**src/rtl/mem_wb_stage_pkg.sv**
```systemverilog
// Shared types for the memory/writeback stage.
// Holds the MEMOP encodings, FSM states and the reset value of SP.
package mem_wb_stage_pkg;

    typedef enum logic [1:0] {
        MEMOP_ALU   = 2'd0,
        MEMOP_LOAD  = 2'd1,
        MEMOP_STORE = 2'd2,
        MEMOP_PUSH  = 2'd3
    } memop_e;

    typedef enum logic {
        ST_IDLE     = 1'b0,
        ST_MEM_WAIT = 1'b1
    } state_e;

    localparam logic [15:0] SP_INIT_DEF = 16'h00FF;

endpackage

```
**src/rtl/sp_reg.sv**
```systemverilog
// Architectural stack-pointer register.
// Ports: CLK, RESET (sync, high), i_ld load enable, i_d next value, o_q current SP.
module sp_reg #(
    parameter logic [15:0] RST_VAL = 16'h00FF
) (
    input  logic        CLK,
    input  logic        RESET,
    input  logic        i_ld,
    input  logic [15:0] i_d,
    output logic [15:0] o_q
);

    logic [15:0] r_q;

    always_ff @(posedge CLK) begin
        if (RESET) begin
            r_q <= RST_VAL;
        end else if (i_ld) begin
            r_q <= i_d;
        end
    end

    assign o_q = r_q;

endmodule

```
**src/rtl/mem_wb_stage.sv**
```systemverilog
// Memory-access / writeback stage: ALU writeback, load, store, push.
// Ports: VALID_IN/READY_OUT handshake, op inputs, MEM_* bus, WB_* strobe, SP, BRANCH_OUT, MEM_ERR.
module mem_wb_stage
    import mem_wb_stage_pkg::*;
#(
    parameter logic [15:0] SP_INIT     = SP_INIT_DEF,
    parameter int          REG_ADDR_W  = 3,
    parameter int          MEM_TIMEOUT = 255
) (
    input  logic                  CLK,
    input  logic                  RESET,
    input  logic                  VALID_IN,
    output logic                  READY_OUT,
    input  logic [1:0]            MEMOP,
    input  logic [15:0]           ALU_OUT,
    input  logic [15:0]           SP_ADDR,
    input  logic [15:0]           STORE_DATA,
    input  logic                  REG_WE,
    input  logic [REG_ADDR_W-1:0] DEST,
    input  logic                  BRANCHING,
    output logic [15:0]           SP,
    output logic                  MEM_REQ,
    output logic                  MEM_WE,
    output logic [15:0]           MEM_ADDR,
    output logic [15:0]           MEM_WDATA,
    input  logic [15:0]           MEM_RDATA,
    input  logic                  MEM_ACK,
    output logic                  WB_EN,
    output logic [REG_ADDR_W-1:0] WB_ADDR,
    output logic [15:0]           WB_DATA,
    output logic                  BRANCH_OUT,
    output logic                  MEM_ERR
);

    // Abort fires on the edge where the counter would reach MEM_TIMEOUT.
    localparam logic [7:0] LP_TMO_LAST = 8'(MEM_TIMEOUT - 1);

    state_e                r_state;
    memop_e                r_op;
    logic [REG_ADDR_W-1:0] r_dest;
    logic                  r_reg_we;
    logic [7:0]            r_cnt;
    logic                  r_mem_req;
    logic                  r_mem_we;
    logic [15:0]           r_mem_addr;
    logic [15:0]           r_mem_wdata;
    logic                  r_wb_en;
    logic [REG_ADDR_W-1:0] r_wb_addr;
    logic [15:0]           r_wb_data;
    logic                  r_branch;
    logic                  r_mem_err;

    state_e w_next;
    memop_e w_op;
    logic   w_accept;
    logic   w_ack;
    logic   w_expire;
    logic   w_sp_ld;

    always_comb begin
        w_op     = memop_e'(MEMOP);
        w_accept = VALID_IN && (r_state == ST_IDLE);
        w_ack    = (r_state == ST_MEM_WAIT) && MEM_ACK;
        // Ack on the expiry edge wins over the timeout.
        w_expire = (r_state == ST_MEM_WAIT) && !MEM_ACK &&
                   (r_cnt == LP_TMO_LAST);
        w_sp_ld  = w_ack && (r_op == MEMOP_PUSH);
        w_next   = r_state;
        case (r_state)
            ST_IDLE: begin
                if (w_accept && (w_op != MEMOP_ALU)) begin
                    w_next = ST_MEM_WAIT;
                end
            end
            ST_MEM_WAIT: begin
                if (w_ack || w_expire) begin
                    w_next = ST_IDLE;
                end
            end
            default: w_next = ST_IDLE;
        endcase
    end

    always_ff @(posedge CLK) begin
        if (RESET) begin
            r_state     <= ST_IDLE;
            r_op        <= MEMOP_ALU;
            r_dest      <= '0;
            r_reg_we    <= 1'b0;
            r_cnt       <= 8'd0;
            r_mem_req   <= 1'b0;
            r_mem_we    <= 1'b0;
            r_mem_addr  <= 16'd0;
            r_mem_wdata <= 16'd0;
            r_wb_en     <= 1'b0;
            r_wb_addr   <= '0;
            r_wb_data   <= 16'd0;
            r_branch    <= 1'b0;
            r_mem_err   <= 1'b0;
        end else begin
            r_state   <= w_next;
            r_wb_en   <= 1'b0;
            r_mem_err <= 1'b0;
            r_branch  <= w_accept && BRANCHING;
            if (w_accept) begin
                if (w_op == MEMOP_ALU) begin
                    r_wb_en   <= REG_WE;
                    r_wb_addr <= DEST;
                    r_wb_data <= ALU_OUT;
                end else begin
                    r_op       <= w_op;
                    r_dest     <= DEST;
                    // Only loads may write the register file.
                    r_reg_we   <= REG_WE && (w_op == MEMOP_LOAD);
                    r_cnt      <= 8'd0;
                    r_mem_req  <= 1'b1;
                    r_mem_we   <= (w_op != MEMOP_LOAD);
                    r_mem_addr <= (w_op == MEMOP_PUSH) ? SP_ADDR : ALU_OUT;
                    if (w_op != MEMOP_LOAD) begin
                        r_mem_wdata <= STORE_DATA;
                    end
                end
            end
            if (w_ack) begin
                r_mem_req <= 1'b0;
                r_cnt     <= 8'd0;
                if (r_op == MEMOP_LOAD) begin
                    r_wb_en   <= r_reg_we;
                    r_wb_addr <= r_dest;
                    r_wb_data <= MEM_RDATA;
                end
            end else if (w_expire) begin
                r_mem_req <= 1'b0;
                r_mem_err <= 1'b1;
                r_cnt     <= 8'd0;
            end else if (r_state == ST_MEM_WAIT) begin
                r_cnt <= r_cnt + 8'd1;
            end
        end
    end

    // SP takes the latched push address, which already wraps at 16 bits.
    sp_reg #(
        .RST_VAL (SP_INIT)
    ) u_sp_reg (
        .CLK   (CLK),
        .RESET (RESET),
        .i_ld  (w_sp_ld),
        .i_d   (r_mem_addr),
        .o_q   (SP)
    );

    assign READY_OUT  = (r_state == ST_IDLE);
    assign MEM_REQ    = r_mem_req;
    assign MEM_WE     = r_mem_we;
    assign MEM_ADDR   = r_mem_addr;
    assign MEM_WDATA  = r_mem_wdata;
    assign WB_EN      = r_wb_en;
    assign WB_ADDR    = r_wb_addr;
    assign WB_DATA    = r_wb_data;
    assign BRANCH_OUT = r_branch;
    assign MEM_ERR    = r_mem_err;

endmodule

```
**config.mk**
```make
export PLATFORM = sky130hd
export DESIGN_NAME = mem_wb_stage
export DESIGN_NICKNAME = d
export VERILOG_FILES = /design/src/rtl/mem_wb_stage_pkg.sv /design/src/rtl/sp_reg.sv /design/src/rtl/mem_wb_stage.sv
export SDC_FILE = /design/constraint.sdc
export NUM_CORES = 1
export LEC_CHECK = 0
export ABC_AREA = 1
export ABC_CLOCK_PERIOD_IN_PS = 1360
export CORE_MARGIN = 2
export CORE_UTILIZATION = 29
export DETAILED_ROUTE_END_ITERATION = 10
export GPL_TIMING_DRIVEN = 0
export SLEW_MARGIN = 5
export SYNTH_ARGS = -nofsm -noshare
export SYNTH_HDL_FRONTEND = slang
export SYNTH_SLANG_ARGS = --single-unit
export TNS_END_PERCENT = 50
```
**constraint.sdc**
```tcl
create_clock -name CLK -period 1.36 [get_ports CLK]
set_input_delay 0.204 -clock CLK [delete_from_list [all_inputs] [get_ports CLK]]
set_output_delay 0.204 -clock CLK [all_outputs]
set_load 0.02 [all_outputs]
```
==> results.cfg <==
[global_route]
largest_net_degree_at_the_start_of_global_routing = 13
grt_antenna_before_repair = 1
grt_use_total = 0.178
grt_first_pass_wirelength_mm = 19.9
via_count_of_the_first_global_routing_pass = 3960
grt.overflow.total = 0

[worst_setup_path]
required_ns = 1.16
r2r_cells = 8
arrival_ns = 1.07
timing_worst_setup_path_type = reg2out
crit_path_end_kind = output port
cp_max_fo = 3
crit_path_buffers_inverters = 1
cpLargestDelayFamily = flip-flops
cp_max_delay_cell = dfxtp_1
flop2flop_setup_slack_ns = 0.10
crit-reg2reg-launch = r_state
worst_r2r_endpoint = MEM_ADDR[14]
critPathLaunchType = flop
critical_path.cell_chain = dlygate4sd2_1
slowest_cell_delay_on_critical_path_ns = 0.39

[logic_synthesis]
synth.cell_area_um2 = 3900
synth_nets = 630
synthFlopType = dfxtp_1
synth_cell_types = 28
synth_sequential_area_ratio = 0.447
yosysWarnings = 0
synthCells = 553
asyncSetResetFlopFracSynth = 0
synth-edff-count = 0
syn_avg_cell_area_um2 = 7.05
synth.ff_latch_count = 87

[power_and_ir_drop]
p_total_mw = 6.01
worst_ir_drop_vdd_mv = 0.524
power_per_unit_of_standard_cell_area_nw_per_um2 = 1030
power.static_leakage_nw = 2.84

[routing]
route.antenna.remaining_nets = 0
drcViolationCount = 0
route.detailed.wl_per_inst_um = 13.8
first_iter_violations = 179
postRouteWirelength_mm = 12.3
firstDrtPassIters = 4
drt-vias-per-instance = 4.47
vias = 3986

[finish]
area.growth.synth_to_final_pct = 49.8
mostFrequentLayoutCell = nand2_1
final_net_count = 789
post-route-util = 0.443
multiInputGateArea_um2 = 1840
final.fill_count = 1383
layout-drive-gt1-share = 0.105
sequential_cell_area_um2 = 1750
layout_common_cells = nand2_1, nor2_1, dfxtp_1
finish.instance_area_um2 = 5840
final_cell_count_no_fill = 892

[timing]
setup_viol = 0
clock.fmax_mhz = 783
post-route-worst-setup-slack_ns = 0.0829
maxSlewHeadroom = 0.578
clock_skew_ns = 0.00617
finalCriticalPeriod_ns = 1.28
worst_pin_slew_ns = 0.633
finalHoldWorstSlack_ns = 0.234
finalCritPeriodShare = 0.939
setup-tns-final_ns = 0
grt_setup_unrepaired = true
finalHoldViolations = 0
final_max_slew_viol_count = 0

[hold_path]
worst_hold_path_type = in2reg
holdPathEnd = WB_ADDR[0]
instance_count_along_the_most_critical_hold_path = 4
holdCritStartpoint = RESET

[die]
dieWidth_um = 120
floorplan.die_area_um2 = 14400
coreArea_um2 = 13200
start_util = 0.295
floorplan.io_pins = 148
die-height_um = 120
placement_rows = 42

[cts]
cts.clk_slew.worst_paths_ns = 0.06
largest_buffer_count_on_any_clock_path = 2
hold_bufs_inserted_after_cts = 0
cts_htree_levels = 3
cts_made_buffers = 9
insertion_delay_ns = 0.34
cts_sink_cnt = 87
cts_tree = done
clockRootBuffer = clkbuf_16

[place]
dp_worst_setup_slack_ns = -0.372
placed_cells_incl_taps = 874
io_buffer_count = 145
finalWeightedCongestion = 0.843
placement.cell_area_um2 = 5570
dp.final_hpwl_mm = 9.99

[outcome]
status = finished, final reports clean

[run]
cap_viol_max_count = 0
==> routing by layer <==
| metal | up-vias | GRT usage | routed length (um) |
|---|---|---|---|
| met3 | 15 | 0.0418 | 823 |
| met4 | 0 | 0.0779 | 275 |
| met1 | 1774 | 0.226 | 5510 |
| li1 | 2071 | - | - |
| met5 | - | 0 | 0 |
| met2 | 126 | 0.287 | 5740 |
==> cells by family (layout without fill, tap and decap cells) <==
kind of cell | Yosys count | after routing | synth area share
fa+ha+maj | 2 | 2 | 0.00642
other cells | 0 | 1 | 0
buf+inv | 69 | 231 | 0.0886
flops | 87 | 87 | 0.447
simple gates | 332 | 332 | 0.368
compound gates | 63 | 63 | 0.0905
==> flip-flops by register name, summed over array words and instances, names as in the netlist, 2 cells and up <==
register	flops
MEM_ADDR	16
WB_DATA	16
WB_ADDR	3
r_op	2
u_sp_reg.o_q	16
r_dest	3
MEM_WDATA	16
r_cnt	8
==> layout make-up <==
class,instances,share of cell area
multi-input cells,397,0.315
flip-flops and latches,87,0.299
repair buffers,148,0.238
clock buffers,13,0.0446
plain buffers,30,0.0384
well taps,176,0.0377
inverters,39,0.0259
clock inverters,1,0.000857
diodes,1,0.000429
==> report_power, final <==
part / total (mW) / leakage [nW] / internal, mW / switching [mW]
sequential: 2.74 / 0.710 / 2.66 / 0.0785
combinational: 1.03 / 2.00 / 0.469 / 0.560
clock: 2.24 / 0.132 / 1.31 / 0.930
total: 6.01 / 2.84 / 4.45 / 1.57
==> cell usage after synthesis (2+ instances only) <==
cell | n | area, um^2
nand2_2 | 8 | 50.1
buf_4 | 3 | 22.5
o21ai_1 | 4 | 20.0
clkbuf_1 | 8 | 30.0
inv_1 | 33 | 124
a21oi_2 | 10 | 87.6
o21ai_0 | 24 | 120
buf_6 | 4 | 45.0
ha_1 | 2 | 25.0
inv_2 | 4 | 15.0
nand2_4 | 3 | 33.8
nand3_1 | 69 | 345
a21oi_1 | 25 | 125
nand2_1 | 144 | 541
nor2_1 | 102 | 383
dfxtp_1 | 87 | 1740
buf_2 | 12 | 60.1
==> how the worst max path moves through the flow <==
stage / startpoint / endpoint / slack, ns / cells after the start
final: MEM_ADDR[8] / MEM_ADDR[8] / 0.08 / 1
after global routing: r_state / WB_DATA[1] / -0.01 / 8
after CTS: MEMOP[0] / MEM_ADDR[10] / 0.007 / 7
after detailed placement: MEMOP[0] / WB_DATA[2] / -0.37 / 9
after global placement: MEMOP[0] / WB_DATA[6] / -0.34 / 9
after floorplan: r_state / r_cnt[3] / 0.12 / 8
==> repair_timing <==
| item | 4_1_cts | 5_1_grt |
|---|---|---|
| hold endpoints to repair | 0 | 0 |
| setup buffers | 0 | 3 |
| pin swaps | 0 | 1 |
| setup endpoints to repair | 97 | 53 |
| resized for setup | 79 | 25 |
Note: power is estimated with default switching activity, not from simulation.
